File: config.mk
export PLATFORM = sky130hd
export DESIGN_NAME = axi_burst_master_flat
export DESIGN_NICKNAME = d
export VERILOG_FILES = /design/src/rtl/axi_burst_master_if.sv /design/src/rtl/axi_burst_master.sv /design/src/flat_wrapper.sv
export SDC_FILE = /design/constraint.sdc
export NUM_CORES = 1
export LEC_CHECK = 0
export BUFFER_PORTS_ARGS = -buffer_cell sky130_fd_sc_hd__buf_2
export CORE_ASPECT_RATIO = 0.6
export CORE_MARGIN = 5
export CORE_UTILIZATION = 45
export CTS_CLUSTER_SIZE = 10
export DETAILED_ROUTE_END_ITERATION = 7
export GPL_TIMING_DRIVEN = 0
export PLACE_DENSITY_LB_ADDON = 0.08
export RECOVER_POWER = 50
export SYNTH_ARGS = -nofsm -noshare
export SYNTH_HDL_FRONTEND = slang
export SYNTH_SLANG_ARGS = --single-unit
File: constraint.sdc
create_clock -name clk -period 9.29 [get_ports clk]
set_clock_uncertainty 0.15 [all_clocks]
set_input_delay 2.3225 -clock clk [delete_from_list [all_inputs] [get_ports clk]]
set_output_delay 2.3225 -clock clk [all_outputs]
set_load 0.005 [all_outputs]
File: src/rtl/axi_burst_master_if.sv
// AXI4 bus bundle between axi_burst_master and a memory slave.
// Single ID, one outstanding burst, no user/qos/cache sidebands.
interface axi_burst_master_if #(
  parameter int ADDR_W = 32,
  parameter int DATA_W = 32
);
  logic [ADDR_W-1:0]   awaddr;
  logic [7:0]          awlen;
  logic [2:0]          awsize;
  logic [1:0]          awburst;
  logic                awvalid;
  logic                awready;
  logic [DATA_W-1:0]   wdata;
  logic [DATA_W/8-1:0] wstrb;
  logic                wlast;
  logic                wvalid;
  logic                wready;
  logic [1:0]          bresp;
  logic                bvalid;
  logic                bready;
  logic [ADDR_W-1:0]   araddr;
  logic [7:0]          arlen;
  logic [2:0]          arsize;
  logic [1:0]          arburst;
  logic                arvalid;
  logic                arready;
  logic [DATA_W-1:0]   rdata;
  logic [1:0]          rresp;
  logic                rlast;
  logic                rvalid;
  logic                rready;

  modport master (
    output awaddr, awlen, awsize, awburst, awvalid,
    input  awready,
    output wdata, wstrb, wlast, wvalid,
    input  wready,
    input  bresp, bvalid,
    output bready,
    output araddr, arlen, arsize, arburst, arvalid,
    input  arready,
    input  rdata, rresp, rlast, rvalid,
    output rready
  );

  modport slave (
    input  awaddr, awlen, awsize, awburst, awvalid,
    output awready,
    input  wdata, wstrb, wlast, wvalid,
    output wready,
    output bresp, bvalid,
    input  bready,
    input  araddr, arlen, arsize, arburst, arvalid,
    output arready,
    output rdata, rresp, rlast, rvalid,
    input  rready
  );
endinterface

File: src/rtl/axi_burst_master.sv
// Command/stream to single-INCR-burst AXI4 initiator.
// One burst in flight; data beats pass straight through to the user.
module axi_burst_master #(
  parameter int ADDR_W  = 32,
  parameter int DATA_W  = 32,
  parameter int TIMEOUT = 1024
) (
  input  logic                clk,
  input  logic                rst,
  input  logic                cmd_valid,
  output logic                cmd_ready,
  input  logic                cmd_write,
  input  logic [ADDR_W-1:0]   cmd_addr,
  input  logic [7:0]          cmd_len,
  input  logic [DATA_W-1:0]   usr_wdata,
  input  logic [DATA_W/8-1:0] usr_wstrb,
  input  logic                usr_wvalid,
  output logic                usr_wready,
  output logic [DATA_W-1:0]   usr_rdata,
  output logic [1:0]          usr_rresp,
  output logic                usr_rlast,
  output logic                usr_rvalid,
  input  logic                usr_rready,
  output logic                done,
  output logic [1:0]          done_resp,
  output logic                done_err,
  axi_burst_master_if.master  axi
);

  typedef enum logic [2:0] {
    IDLE, WADDR, WDATA, WRESP, RADDR, RDATA, FIN
  } state_t;

  state_t            state;
  state_t            state_n;
  logic [ADDR_W-1:0] addr_q;
  logic [7:0]        len_q;
  logic [7:0]        beat_q;
  logic              awvalid_q;
  logic              arvalid_q;
  logic [1:0]        resp_q;
  logic              err_q;
  logic [31:0]       tcnt_q;

  logic to;
  logic in_w;
  logic in_b;
  logic in_r;
  logic aw_hs;
  logic w_hs;
  logic b_hs;
  logic ar_hs;
  logic r_hs;
  logic any_hs;
  logic cnt_last;
  logic r_end;

  assign to = (TIMEOUT != 0) &&
              (state != IDLE) &&
              (state != FIN) &&
              (tcnt_q == 32'(TIMEOUT));

  assign in_w = (state == WDATA) && !to;
  assign in_b = (state == WRESP) && !to;
  assign in_r = (state == RDATA) && !to;

  assign cnt_last = (beat_q == len_q);
  assign r_end    = axi.rlast || cnt_last;

  assign aw_hs  = axi.awvalid && axi.awready;
  assign w_hs   = in_w && usr_wvalid && axi.wready;
  assign b_hs   = in_b && axi.bvalid;
  assign ar_hs  = axi.arvalid && axi.arready;
  assign r_hs   = in_r && axi.rvalid && usr_rready;
  assign any_hs = aw_hs || w_hs || b_hs || ar_hs || r_hs;

  assign axi.awaddr  = addr_q;
  assign axi.awlen   = len_q;
  assign axi.awsize  = 3'b010;
  assign axi.awburst = 2'b01;
  assign axi.awvalid = awvalid_q && !to;

  assign axi.wdata  = usr_wdata;
  assign axi.wstrb  = usr_wstrb;
  assign axi.wlast  = cnt_last;
  assign axi.wvalid = in_w && usr_wvalid;
  assign usr_wready = in_w && axi.wready;

  assign axi.bready = in_b;

  assign axi.araddr  = addr_q;
  assign axi.arlen   = len_q;
  assign axi.arsize  = 3'b010;
  assign axi.arburst = 2'b01;
  assign axi.arvalid = arvalid_q && !to;

  assign axi.rready = in_r && usr_rready;
  assign usr_rvalid = in_r && axi.rvalid;
  assign usr_rdata  = axi.rdata;
  assign usr_rresp  = axi.rresp;
  assign usr_rlast  = axi.rlast;

  assign cmd_ready = (state == IDLE);
  assign done      = (state == FIN);
  assign done_resp = done ? resp_q : 2'b00;
  assign done_err  = done && err_q;

  // State register; reset abandons any burst in flight.
  always_ff @(posedge clk or posedge rst) begin
    if (rst) state <= IDLE;
    else     state <= state_n;
  end

  // Next-state: handshake-driven walk, timeout forces FIN.
  always_comb begin
    state_n = state;
    unique case (state)
      IDLE: begin
        if (cmd_valid) state_n = cmd_write ? WADDR : RADDR;
      end
      WADDR: if (aw_hs) state_n = WDATA;
      WDATA: if (w_hs && cnt_last) state_n = WRESP;
      WRESP: if (b_hs) state_n = FIN;
      RADDR: if (ar_hs) state_n = RDATA;
      RDATA: if (r_hs && r_end) state_n = FIN;
      FIN:   state_n = IDLE;
      default: state_n = IDLE;
    endcase
    if (to) state_n = FIN;
  end

  // Command latch, beat counter, address valids and response fold.
  always_ff @(posedge clk or posedge rst) begin
    if (rst) begin
      addr_q    <= '0;
      len_q     <= '0;
      beat_q    <= '0;
      awvalid_q <= 1'b0;
      arvalid_q <= 1'b0;
      resp_q    <= 2'b00;
      err_q     <= 1'b0;
    end else begin
      if (cmd_ready && cmd_valid) begin
        addr_q <= cmd_addr;
        len_q  <= cmd_len;
        beat_q <= '0;
        resp_q <= 2'b00;
        err_q  <= 1'b0;
      end
      awvalid_q <= (state == WADDR) && !aw_hs && !to;
      arvalid_q <= (state == RADDR) && !ar_hs && !to;
      if (w_hs) beat_q <= beat_q + 8'd1;
      if (b_hs) resp_q <= axi.bresp;
      if (r_hs) begin
        beat_q <= beat_q + 8'd1;
        if (axi.rresp > resp_q) resp_q <= axi.rresp;
        if (axi.rlast != cnt_last) err_q <= 1'b1;
      end
      if (to) begin
        resp_q <= 2'b10;
        err_q  <= 1'b1;
      end
    end
  end

  // Stall watchdog: cleared by any progress, saturates at TIMEOUT.
  always_ff @(posedge clk or posedge rst) begin
    if (rst) begin
      tcnt_q <= '0;
    end else if (state == IDLE || state_n != state || any_hs) begin
      tcnt_q <= '0;
    end else if (tcnt_q != 32'(TIMEOUT)) begin
      tcnt_q <= tcnt_q + 32'd1;
    end
  end

endmodule

File: src/flat_wrapper.sv
// flat-port wrapper written by rule: the top's interface ports become plain ports
module axi_burst_master_flat 
#(
  parameter int ADDR_W  = 32,
  parameter int DATA_W  = 32,
  parameter int TIMEOUT = 1024
)
  (clk, rst, cmd_valid, cmd_ready, cmd_write, cmd_addr, cmd_len, usr_wdata, usr_wstrb, usr_wvalid, usr_wready, usr_rdata, usr_rresp, usr_rlast, usr_rvalid, usr_rready, done, done_resp, done_err, axi_awaddr, axi_awlen, axi_awsize, axi_awburst, axi_awvalid, axi_awready, axi_wdata, axi_wstrb, axi_wlast, axi_wvalid, axi_wready, axi_bresp, axi_bvalid, axi_bready, axi_araddr, axi_arlen, axi_arsize, axi_arburst, axi_arvalid, axi_arready, axi_rdata, axi_rresp, axi_rlast, axi_rvalid, axi_rready);
  axi_burst_master_if #(.ADDR_W(ADDR_W), .DATA_W(DATA_W)) axi_i ();
  input  logic clk;
  input  logic rst;
  input  logic cmd_valid;
  output logic cmd_ready;
  input  logic cmd_write;
  input  logic [ADDR_W-1:0] cmd_addr;
  input  logic [7:0] cmd_len;
  input  logic [DATA_W-1:0] usr_wdata;
  input  logic [DATA_W/8-1:0] usr_wstrb;
  input  logic usr_wvalid;
  output logic usr_wready;
  output logic [DATA_W-1:0] usr_rdata;
  output logic [1:0] usr_rresp;
  output logic usr_rlast;
  output logic usr_rvalid;
  input  logic usr_rready;
  output logic done;
  output logic [1:0] done_resp;
  output logic done_err;
  output wire logic [$bits(axi_i.awaddr)-1:0] axi_awaddr;
  output wire logic [$bits(axi_i.awlen)-1:0] axi_awlen;
  output wire logic [$bits(axi_i.awsize)-1:0] axi_awsize;
  output wire logic [$bits(axi_i.awburst)-1:0] axi_awburst;
  output wire logic [$bits(axi_i.awvalid)-1:0] axi_awvalid;
  input wire logic [$bits(axi_i.awready)-1:0] axi_awready;
  output wire logic [$bits(axi_i.wdata)-1:0] axi_wdata;
  output wire logic [$bits(axi_i.wstrb)-1:0] axi_wstrb;
  output wire logic [$bits(axi_i.wlast)-1:0] axi_wlast;
  output wire logic [$bits(axi_i.wvalid)-1:0] axi_wvalid;
  input wire logic [$bits(axi_i.wready)-1:0] axi_wready;
  input wire logic [$bits(axi_i.bresp)-1:0] axi_bresp;
  input wire logic [$bits(axi_i.bvalid)-1:0] axi_bvalid;
  output wire logic [$bits(axi_i.bready)-1:0] axi_bready;
  output wire logic [$bits(axi_i.araddr)-1:0] axi_araddr;
  output wire logic [$bits(axi_i.arlen)-1:0] axi_arlen;
  output wire logic [$bits(axi_i.arsize)-1:0] axi_arsize;
  output wire logic [$bits(axi_i.arburst)-1:0] axi_arburst;
  output wire logic [$bits(axi_i.arvalid)-1:0] axi_arvalid;
  input wire logic [$bits(axi_i.arready)-1:0] axi_arready;
  input wire logic [$bits(axi_i.rdata)-1:0] axi_rdata;
  input wire logic [$bits(axi_i.rresp)-1:0] axi_rresp;
  input wire logic [$bits(axi_i.rlast)-1:0] axi_rlast;
  input wire logic [$bits(axi_i.rvalid)-1:0] axi_rvalid;
  output wire logic [$bits(axi_i.rready)-1:0] axi_rready;
  assign axi_awaddr = axi_i.awaddr;
  assign axi_awlen = axi_i.awlen;
  assign axi_awsize = axi_i.awsize;
  assign axi_awburst = axi_i.awburst;
  assign axi_awvalid = axi_i.awvalid;
  assign axi_i.awready = axi_awready;
  assign axi_wdata = axi_i.wdata;
  assign axi_wstrb = axi_i.wstrb;
  assign axi_wlast = axi_i.wlast;
  assign axi_wvalid = axi_i.wvalid;
  assign axi_i.wready = axi_wready;
  assign axi_i.bresp = axi_bresp;
  assign axi_i.bvalid = axi_bvalid;
  assign axi_bready = axi_i.bready;
  assign axi_araddr = axi_i.araddr;
  assign axi_arlen = axi_i.arlen;
  assign axi_arsize = axi_i.arsize;
  assign axi_arburst = axi_i.arburst;
  assign axi_arvalid = axi_i.arvalid;
  assign axi_i.arready = axi_arready;
  assign axi_i.rdata = axi_rdata;
  assign axi_i.rresp = axi_rresp;
  assign axi_i.rlast = axi_rlast;
  assign axi_i.rvalid = axi_rvalid;
  assign axi_rready = axi_i.rready;
  axi_burst_master #(.ADDR_W(ADDR_W), .DATA_W(DATA_W), .TIMEOUT(TIMEOUT)) u_core (.clk(clk), .rst(rst), .cmd_valid(cmd_valid), .cmd_ready(cmd_ready), .cmd_write(cmd_write), .cmd_addr(cmd_addr), .cmd_len(cmd_len), .usr_wdata(usr_wdata), .usr_wstrb(usr_wstrb), .usr_wvalid(usr_wvalid), .usr_wready(usr_wready), .usr_rdata(usr_rdata), .usr_rresp(usr_rresp), .usr_rlast(usr_rlast), .usr_rvalid(usr_rvalid), .usr_rready(usr_rready), .done(done), .done_resp(done_resp), .done_err(done_err), .axi(axi_i));
endmodule
# == Word level (Yosys, flattened, before mapping) ==
# Index checks and enable logic that the tools add are counted.
# op_classes
magnitude_cmp,1
n_reduce_logical,38
eq_ne,12
muxes,24
n_addsub,2
# op_table
cell,n
$mux 32,2
$add 32x1->32 const B,1
$eq 32x11->1 const B,1
$ne 32x11->1 const B,1
$logic_and 1x1->1,24
$mux 3,8
$mux 8,3
$pmux 3 s6,1
$mux 2,6
$eq 3x3->1 const B,3
$add 8x1->8 const B,1
$eq 8x8->1,1
$logic_or 1x1->1,7
$eq 3x2->1 const B,2
$reduce_bool 3->1,2
$mux 1,4
$eq 3x1->1 const B,1
$logic_not 1->1,3
$logic_not 3->1,1
$ne 3x3->1,1
$ne 3x3->1 const B,1
$gt 2x2->1,1
$reduce_bool 2->1,1
$ne 1x1->1,1
# totals
input_bits,124
regBits,88
word_cells,86

# == Depth between registers and ports, before layout ==
# Gate-level depths: netlist (run 1).
# logic_depth
ltp_word,15
mapped_depth,11
ltp_nobuf,11

# == Worst setup path before layout (run 1) ==
# OpenSTA, ideal clock, no wires.
# synth_timing
kind,input-to-output
from,input port usr_wvalid
to,output port axi_wvalid
n_path_buf,0
cell_stages,2
required_ns,6.818
setup_slack_ns,4.199
arrival_ns,2.618
cell_sequence,nand2_1 > nor3b_1
# synth_via
elab_chain_len,1
# synth_rtl
element,line_no,text
start: declaration,flat_wrapper.sv:19,input logic usr_wvalid;
$logic_and 1x1->1,axi_burst_master.sv:86,assign axi.wvalid = in_w && usr_wvalid;
end: declaration,flat_wrapper.sv:38,output wire logic [$bits(axi_i.wvalid)-1:0] axi_wvalid;
# No other way between the ends.

==> results of run 1 <==
per-stage QoR:
step	cells	cell area, um^2
6_report	1021	7000
5_1_grt	1021	7000
4_1_cts	1021	7070
3_5_place_dp	1005	6720
3_3_place_gp	1004	6690
2_1_floorplan	625	5390
cell type report:
type / instances / share of cell area
Buffer: 142 / 0.147
Clock buffer: 9 / 0.0322
Clock inverter: 7 / 0.0180
Inverter: 13 / 0.00715
Multi-Input combinational cell: 382 / 0.301
Sequential cell: 88 / 0.314
Tap cell: 160 / 0.0286
Timing Repair Buffer: 220 / 0.151
flip-flops by register name, summed over array words and instances, names as in the netlist:
register           cells
u_core.arvalid_q       1
u_core.awvalid_q       1
u_core.axi.araddr     32
u_core.axi.arlen       8
u_core.beat_q          8
u_core.err_q           1
u_core.resp_q          2
u_core.state           3
u_core.tcnt_q         32
worst max-delay path: stages:
cell and delay, ns:
buf_2 0.10, clkinvlp_2 1.06, clkbuf_1 1.76
placed cells by master (no fill, tap or decap), drive strengths merged, types with 11 or more instances in the layout:
cell type	n
xnor2	19
nand4	11
nor3	12
inv	14
and3	14
xor2	23
clkbuf	80
nand3	14
nor2	48
buf	291
nand2	151
dfrtp	88
final timing paths:
check | start | to | slack (ns) | cells past startpoint
setup / recovery | rst | u_core.resp_q[0]$_DFF_PP0_ | 3.82 | 3
hold / removal | u_core.axi.araddr[20]$_DFFE_PP0P_ | u_core.axi.araddr[20]$_DFFE_PP0P_ | 0.35 | 2
setup reg to reg | u_core.axi.arlen[6]$_DFFE_PP0P_ | u_core.tcnt_q[1]$_DFFE_PP0P_ | 6.48 | 11
hold reg to reg | u_core.axi.araddr[20]$_DFFE_PP0P_ | u_core.axi.araddr[20]$_DFFE_PP0P_ | 0.35 | 2
max in group clk | usr_wvalid | axi_wvalid | 4.00 | 4
min in group asynchronous | rst | u_core.axi.araddr[13]$_DFFE_PP0P_ | 2.30 | 2
power by group through the flow:
stage                     sequential (mW)  combinational [mW]  clock (mW)
after floorplan                     0.579               0.489           0
after global placement              0.594               0.773           0
after detailed placement            0.594               0.786           0
after CTS                           0.593               0.786       0.432
after global routing                0.611               0.848       0.447
final                               0.592               0.754       0.424
per-layer routing:
metal | track usage | routed length [um] | vias up
met4 | 0.0354 | 67 | 0
met2 | 0.319 | 7040 | 145
met3 | 0.0456 | 954 | 10
li1 | - | - | 2363
met5 | 0 | 0 | -
met1 | 0.271 | 6320 | 2189
cell families (layout without fill, tap and decap cells):
group | Yosys count | count (layout) | share of synthesized area
AOI/OAI and AO/OA | 34 | 34 | 0.0471
adders and majority gates | 6 | 6 | 0.0140
xor gates and xnor gates | 42 | 42 | 0.0686
DFF | 88 | 88 | 0.411
buffers and inverters | 155 | 391 | 0.201
and+or+nand+nor | 284 | 284 | 0.245
other | 2 | 10 | 0.00140
muxes | 6 | 6 | 0.0114
==> results by group, run 1 <==
Synthesis
  – Top-count cell post-synth: nand2_1
  – Unique masters post-synth: 55
  – Synthesis-stage register bit count: about 90
  – Seq/Total Area, Yosys: 0.411
  – Mapped Avg Cell Area: slightly below 9 um^2
  – Largest cells by area after synthesis: dfrtp_1 (41%), buf_4 (17%), nand2_1 (11%), xor2_1 (3.8%), nor2_1 (3.3%)
  – Syn Inst Count: ~600
  – FFs w/ async S/R, synth: 1.00
  – EDFF count, synth: 0
  – Main synth FF type: dfrtp_1
  – Synth cell count leaders: nand2_1 (151), buf_4 (122), dfrtp_1 (88), nor2_1 (47), xor2_1 (23)
  – Share of the synthesized area in the top cell type: 0.411
  – Mapped cell area: roughly 5400 um^2
  – Area leader, netlist: dfrtp_1
  – Ys Warns: 0

Power
  – Clock power frac: 0.239
  – Internal cell power: between 1 and 1.5 mW
  – Pwr Total: ~1.8 mW
  – Seq pwr share: 0.335
  – Psw: around 0.63 mW
  – Peak supply drop: between 150 and 200 uV
  – P_leak: 3.79 nW
  – PwrDens: around 250 nW/um^2
  – Combinational group share of total power: 0.426
  – Net Sw Frac: 0.358

Global routing
  – Vias in the first global route: 4592
  – Gr usage total: 0.196
  – Antenna violations before repair: 0
  – First-pass GRT wire length: 22600 um
  – Gr ovfl total: 0
  – Largest net degree at the start of global routing: 46

CTS
  – H-tree depth: 3
  – CTS tree: done
  – Root Buffer: clkbuf_16
  – Num CTS Buffers: 9
  – Sink Count: 88
  – # resized after CTS: 0
  – Reg clk slew, reported paths: 0.07 ns
  – Clk_lat worst skew: ~0.34 ns
  – CTS Hold Bufs: 0
  – Clock tree buffer depth: 2
  – Setup bufs post-CTS: 0

Placed design
  – GPL Wtd Cong: 0.870
  – HPWL Detailed: 11500 um
  – Setup Slack @ Placement: between 4 and 5 ns
  – Port bufs: about 220

Finish
  – Final core occ: 0.610
  – Seq. cell area: around 2200 um^2
  – Area of the multi-input gates: 2110 um^2
  – Final #Nets: just under 1000
  – Layout cells sized above 1: 0.397
  – Fillers: about 1000
  – Synth-to-Final Area Change: 30.6%
  – Antenna Cells: 0

Worst setup path
  – Arr. time, crit path: 5.28 ns
  – Required @ worst endpoint: 9.10 ns
  – Startpoint Class: input port
  – CP max FO: between 40 and 50
  – Worst setup EP type: async pin
  – Critical path type: in2async

Timing
  – Fin. Hold Viols: 0
  – Crit path time final: 5.47 ns
  – Post-route setup TNS: 0 ns
  – Final Max Slew Viols: just over 90
  – Fmax: about 180 MHz
  – RSZ-0062 raised after global routing: no
  – Final setup violation count: 0
  – Worst-margin pin slew: between 2 and 2.5 ns
  – Final worst slack: around 3.8 ns
  – Worst slew margin: -0.576
  – Period utilization: 0.589
  – Final hold slack: around 0.35 ns

Outcome
  – Status: finished with violations
  – Failing checks: capacitance limit, slew limit

Floorplan
  – Die Span Y: ~95 um
  – Initial cell density of the core: 0.467
  – Die W: 151 um
  – I/O Pins: around 300
  – Total die area: roughly 14000 um^2
  – Core Region: ~11000 um^2
  – Num rows: 30

Routing
  – DR pass1 iterations: 4
  – Vias: 4707
  – WL/cell: about 14 um
  – Via density per instance: between 4 and 5
  – Routed wire length: approximately 14000 um
  – DRC: 0
  – First DRT Iteration DRCs: roughly 210
  – Remaining antenna violation count after routing: 0

Min path
  – HP Class: reg2reg

Flow run
  – Max Cap Viol: 2
(Power assumes the default switching activity.)
==> inputs of run 2 (changes only) <==
--- a/config.mk
+++ b/config.mk
@@ -8,7 +8,7 @@
 export BUFFER_PORTS_ARGS = -buffer_cell sky130_fd_sc_hd__buf_2
 export CORE_ASPECT_RATIO = 0.6
 export CORE_MARGIN = 5
-export CORE_UTILIZATION = 45
+export CORE_UTILIZATION = 41
 export CTS_CLUSTER_SIZE = 10
 export DETAILED_ROUTE_END_ITERATION = 7
 export GPL_TIMING_DRIVEN = 0
==> constraint.sdc (replaced) <==
create_clock -name clk -period 4.9 [get_ports clk]
set_clock_uncertainty 0.15 [all_clocks]
set_input_delay 1.225 -clock clk [delete_from_list [all_inputs] [get_ports clk]]
set_output_delay 1.225 -clock clk [all_outputs]
set_load 0.005 [all_outputs]
==> run 2 against run 1 <==
Compared with the run above:
- the flow now finishes without violations
- non-clock buffer count did not move
- register-to-register slack got worse by 4.5 ns
- routed wire length rose by 0.95%
- clock power rose by 56%
- global-route usage fell by 1.1 points
- critical endpoint is now axi_bready
- critical path type is now reg2out
- first-iteration DRC count rose by 29%
- sequential cell count did not move
- hold slack got worse by 0.0058 ns
- cell count rose by 0.98%
- design area fell by 0.80%
- largest power group unchanged
- highest routed layer unchanged
- die area rose by 8.9%
==> results by group, run 2 (synthesis gave the netlist of run 1 again) <==
Global routing
  – Gr usage total: 0.184
  – First-pass GRT wire length: between 20000 and 25000 um
  – Vias in the first global route: approximately 4900
  – Largest net degree at the start of global routing: between 50 and 60
  – Gr ovfl total: 0
  – Antenna violations before repair: 0

CTS
  – Root Buffer: clkbuf_16
  – # resized after CTS: 0
  – Sink Count: roughly 90
  – Setup bufs post-CTS: 0
  – CTS Hold Bufs: 0
  – CTS tree: done
  – H-tree depth: 3
  – Num CTS Buffers: 9
  – Clk_lat worst skew: 0.35 ns
  – Reg clk slew, reported paths: 0.07 ns
  – Clock tree buffer depth: 2

Outcome
  – Status: finished clean

Placed design
  – HPWL Detailed: 11600 um
  – GPL Wtd Cong: around 0.86
  – Port bufs: about 220

Finish
  – Final #Nets: 986
  – Fillers: ~1200
  – Final core occ: 0.542
  – Synth-to-Final Area Change: 29.5%
  – Most frequent cells in the layout: buf_2 (196), nand2_1 (151), buf_4 (89)
  – Layout cells sized above 1: 0.407
  – Antenna Cells: 0
  – Commonest non-fill, non-tap cell in the layout: buf_2

Worst setup path
  – CP max FO: 10
  – Startpoint Class: flip-flop
  – Slowest-stage cell, CP: or4_4
  – CP most frequent cell: and3_1
  – Worst R2R Start: u_core.axi.arlen[7]$_DFFE_PP0P_
  – Reg-to-reg slack, setup: 2.03 ns
  – Arr. time, crit path: between 2 and 3 ns
  – Reg2reg path depth: 11
  – Reg-to-reg endpoint: u_core.tcnt_q[0]$_DFFE_PP0P_
  – Required @ worst endpoint: about 3.5 ns
  – Worst setup EP type: output pin
  – Max stage delay on crit path: around 0.57 ns
  – Critical Path, Cell by Cell: or4_4, nor4_4, and3_1, buf_4, clkbuf_1, nor2_1, and3_1, buf_2
  – Critical path type: reg2out

Timing
  – Fmax: approximately 240 MHz
  – Worst slew margin: 0.0375
  – Fin. Hold Viols: 0
  – Crit path time final: approximately 4.1 ns
  – Period utilization: 0.838
  – Post-route setup TNS: 0 ns
  – Worst-margin pin slew: between 1 and 1.5 ns
  – Final Max Slew Viols: 0
  – Final setup violation count: 0
  – RSZ-0062 raised after global routing: no

Power
  – Peak supply drop: around 260 uV
  – P_leak: about 3.8 nW
  – PwrDens: ~460 nW/um^2

Routing
  – Via density per instance: 4.65
  – DR pass1 iterations: 4
  – Routed wire length: approximately 15000 um
  – DRC: 0
  – First DRT Iteration DRCs: roughly 270
  – Vias: 4797
  – Remaining antenna violation count after routing: 0
  – WL/cell: approximately 14 um

Min path
  – Worst Hold End: u_core.axi.araddr[22]$_DFFE_PP0P_
  – HP Class: reg2reg
  – HP Start: u_core.axi.araddr[22]$_DFFE_PP0P_
  – Hold path cells: 2

Floorplan
  – Core Region: 12800 um^2
  – I/O Pins: about 300
  – Initial cell density of the core: 0.419
  – Die W: 158 um
  – Die Span Y: 98.6 um
  – Num rows: 32
  – Total die area: about 16000 um^2

Flow run
  – Max Cap Viol: 0
## run 2: changes by cell type in the layout (fill, tap and decap cells not counted), sizes merged
cell	delta
bufinv	-3
inv	+3
## run 2: worst max-delay path: cells and delay by family (launching register included)
kind                   cells  cell delay [ns]
and+or+nand+nor            5             1.24
buffers and inverters      3             0.71
DFF                        1             0.43
## run 2: layout make-up
cell class / count / area (um^2) / area share
buffer: 142 / 1020 / 0.146
clock buffer: 9 / 225 / 0.0324
clock inverter: 7 / 58.8 / 0.00847
inverter: 13 / 50.0 / 0.00720
multi-input combinational: 382 / 2110 / 0.304
sequential: 88 / 2200 / 0.317
tap: 170 / 213 / 0.0306
timing repair buffer: 220 / 1070 / 0.154
## run 2: worst max path at each step
| stage | from | to | slack (ns) | cells past startpoint |
|---|---|---|---|---|
| floorplan | rst | u_core.arvalid_q$_DFF_PP0_ | 1.25 | 1 |
| global placement | rst | u_core.awvalid_q$_DFF_PP0_ | 0.12 | 2 |
| detailed placement | u_core.tcnt_q[21]$_DFFE_PP0P_ | axi_arvalid | 1.47 | 7 |
| CTS | u_core.tcnt_q[21]$_DFFE_PP0P_ | axi_arvalid | 1.09 | 7 |
| global route | u_core.tcnt_q[0]$_DFFE_PP0P_ | axi_bready | 0.62 | 10 |
| finish | u_core.tcnt_q[21]$_DFFE_PP0P_ | axi_bready | 0.79 | 8 |
## run 2: stage by stage
stage	instances	hold slack, ns	power, mW	worst slack (ns)	cell area [um^2]
2_1_floorplan	625	0.323	2.03	1.25	5390
3_3_place_gp	1014	0.338	2.60	0.117	6700
3_5_place_dp	1015	0.337	2.63	1.47	6730
4_1_cts	1031	0.355	3.30	1.09	7020
5_1_grt	1031	0.386	3.49	0.621	6950
6_report	1031	0.349	3.23	0.794	6950
## run 2: layer usage
| metal | vias to the layer above | share of wire | GRT usage |
|---|---|---|---|
| li1 | 2351 | - | - |
| met2 | 166 | 0.49 | 0.298 |
| met1 | 2270 | 0.44 | 0.249 |
| met5 | - | 0 | 0 |
| met3 | 10 | 0.068 | 0.0496 |
| met4 | 0 | 0.0076 | 0.0430 |
## run 2: power breakdown
part | switching, mW | internal (mW)
sequential | 0.197 | 0.925
combinational | 0.720 | 0.725
clock | 0.307 | 0.354
total | 1.22 | 2.00
==> inputs of run 3 (changes only) <==
--- a/config.mk
+++ b/config.mk
@@ -8,7 +8,7 @@
 export BUFFER_PORTS_ARGS = -buffer_cell sky130_fd_sc_hd__buf_2
 export CORE_ASPECT_RATIO = 0.6
 export CORE_MARGIN = 5
-export CORE_UTILIZATION = 41
+export CORE_UTILIZATION = 45
 export CTS_CLUSTER_SIZE = 10
 export DETAILED_ROUTE_END_ITERATION = 7
 export GPL_TIMING_DRIVEN = 0
==> constraint.sdc (replaced) <==
create_clock -name clk -period 4.2 [get_ports clk]
set_clock_uncertainty 0.15 [all_clocks]
set_input_delay 1.05 -clock clk [delete_from_list [all_inputs] [get_ports clk]]
set_output_delay 1.05 -clock clk [all_outputs]
set_load 0.005 [all_outputs]
==> run 3 against run 2 <==
Compared with the run above:
- the flow now finishes with violations (capacitance limit, slew limit)
- largest power group unchanged
- register-to-register slack worse by 0.62 ns
- count of clock-buffer cells in the layout unchanged
- design area up 0.77%
- sequential share of layout area down 0.24 points
- sequential cell count unchanged
- global-route usage up 1.1 points
- first-iteration DRC count down 28%
- largest cell class unchanged
- cell count down 0.97%
==> results by group, run 3 (synthesis gave the netlist of run 1 again) <==
Outcome
  – Status: finished with violations
  – Failing checks: capacitance limit, slew limit

Finish
  – Final #Nets: 986
  – Antenna Cells: 0
  – Final core occ: 0.609
  – Synth-to-Final Area Change: 30.5%
  – Cell Count, Final, Fillers Out: approximately 1000
  – Most frequent cells in the layout: buf_2 (192), nand2_1 (151), dfrtp_1 (88)
  – Layout cells sized above 1: 0.402
  – Commonest non-fill, non-tap cell in the layout: buf_2

Floorplan
  – Die W: approximately 150 um
  – Num rows: 30
  – Core Region: about 11000 um^2
  – Die Span Y: approximately 95 um
  – I/O Pins: ~300
  – Total die area: between 10000 and 15000 um^2
  – Initial cell density of the core: 0.467

Worst setup path
  – Required @ worst endpoint: 3.00 ns
  – Worst R2R Start: u_core.axi.arlen[6]$_DFFE_PP0P_
  – Reg-to-reg slack, setup: about 1.4 ns
  – Startpoint Class: flip-flop
  – Reg-to-reg endpoint: u_core.tcnt_q[1]$_DFFE_PP0P_
  – CP max FO: 10
  – Worst setup EP type: output pin
  – Arr. time, crit path: ~2.6 ns
  – Reg2reg path depth: 11
  – Critical path type: reg2out

Global routing
  – Gr usage total: 0.196
  – Antenna violations before repair: 0
  – First-pass GRT wire length: 22600 um
  – Largest net degree at the start of global routing: between 40 and 50
  – Gr ovfl total: 0
  – Vias in the first global route: 4592

Timing
  – Fin. Hold Viols: 0
  – Final setup violation count: 0
  – Worst-margin pin slew: 1.92 ns
  – Final Max Slew Viols: 45
  – RSZ-0062 raised after global routing: no
  – Worst slew margin: -0.285
  – Final worst slack: 0.375 ns
  – Fmax: between 200 and 300 MHz
  – Crit path time final: about 3.8 ns
  – Period utilization: 0.911

Power
  – Psw: ~1.4 mW
  – P_leak: between 3 and 4 nW
  – Net Sw Frac: 0.358
  – PwrDens: around 560 nW/um^2
  – Combinational group share of total power: 0.425
  – Peak supply drop: around 360 uV
  – Clock power frac: 0.240
  – Seq pwr share: 0.335
  – Internal cell power: about 2.5 mW

CTS
  – CTS tree: done
  – Num CTS Buffers: 9
  – Root Buffer: clkbuf_16
  – H-tree depth: 3
  – Sink Count: 88
  – # resized after CTS: 0
  – Reg clk slew, reported paths: ~0.070 ns
  – Clock tree buffer depth: 2
  – CTS Hold Bufs: 0
  – Clk_lat worst skew: ~0.34 ns
  – Setup bufs post-CTS: 0

Placed design
  – Port bufs: approximately 220
  – HPWL Detailed: 11500 um
  – GPL Wtd Cong: 0.870
  – Inst Count DP: approximately 1000
  – Setup Slack @ Placement: between 0.9 and 1 ns

Routing
  – DRC: 0
  – Remaining antenna violation count after routing: 0
  – WL/cell: approximately 14 um
  – Via density per instance: ~4.6
  – Routed wire length: ~14000 um
  – First DRT Iteration DRCs: 195
  – Vias: 4702
  – DR pass1 iterations: 4

Min path
  – HP Start: u_core.axi.araddr[20]$_DFFE_PP0P_
  – HP Class: reg2reg
  – Worst Hold End: u_core.axi.araddr[20]$_DFFE_PP0P_
  – Hold path cells: 2

Flow run
  – Max Cap Viol: 1
[run 3: changes by cell type in the layout (fill, tap and decap cells not counted), moves of 3 or more]
| cell | previous run | this run |
|---|---|---|
| clkbuf_1 | 36 | 42 |
| buf_4 | 89 | 83 |
| buf_2 | 196 | 192 |
| bufinv_16 | 0 | 3 |
| inv_6 | 4 | 1 |
| clkbuf_4 | 33 | 38 |
[run 3: worst max path at each step]
stage / startpoint / to
CTS: u_core.tcnt_q[21]$_DFFE_PP0P_ / axi_bready
detailed placement: u_core.tcnt_q[21]$_DFFE_PP0P_ / axi_bready
finish: u_core.tcnt_q[21]$_DFFE_PP0P_ / axi_bready
global route: u_core.tcnt_q[0]$_DFFE_PP0P_ / axi_bready
floorplan: rst / u_core.arvalid_q$_DFF_PP0_
global placement: rst / u_core.state[1]$_DFF_PP0_
[run 3: critical path: stages (launching register included)]
cell	delay, ns
dfrtp_1	0.43
or4_4	0.57
nor4_4	0.17
and3_1	0.19
clkbuf_1	0.32
buf_6	0.21
nor2_1	0.06
and3_1	0.20
buf_2	0.12
[run 3: layer usage]
layer / GRT usage / share of wire / vias up
met1: 0.271 / 0.44 / 2185
met5: 0 / 0 / -
li1: - / - / 2362
met2: 0.319 / 0.49 / 146
met4: 0.0354 / 0.0058 / 0
met3: 0.0456 / 0.064 / 9
[run 3: layout make-up]
cell class              count  area (um^2)
multi-input cells         382         2110
flip-flops and latches     88         2200
clock buffers               9          225
clock inverters             7          126
well taps                 160          200
inverters                  13         50.0
fillers                  1043         4490
plain buffers             142         1020
repair buffers            220         1070
[run 3: through the flow]
stage	hold slack, ns	area [um^2]	TNS (ns)	total power, mW
after CTS	0.360	7070	0	4.01
after detailed placement	0.337	6720	0	3.05
after global routing	0.380	7000	0	4.21
after floorplan	0.323	5390	0	2.36
final	0.355	7000	0	3.91
after global placement	0.338	6690	-24.32	3.02
[run 3: power by group through the flow]
stage	clock [mW]	sequential [mW]	combinational (mW)
2_1_floorplan	0	1.28	1.08
3_3_place_gp	0	1.31	1.71
3_5_place_dp	0	1.31	1.74
4_1_cts	0.956	1.31	1.74
5_1_grt	0.988	1.35	1.87
6_report	0.938	1.31	1.66
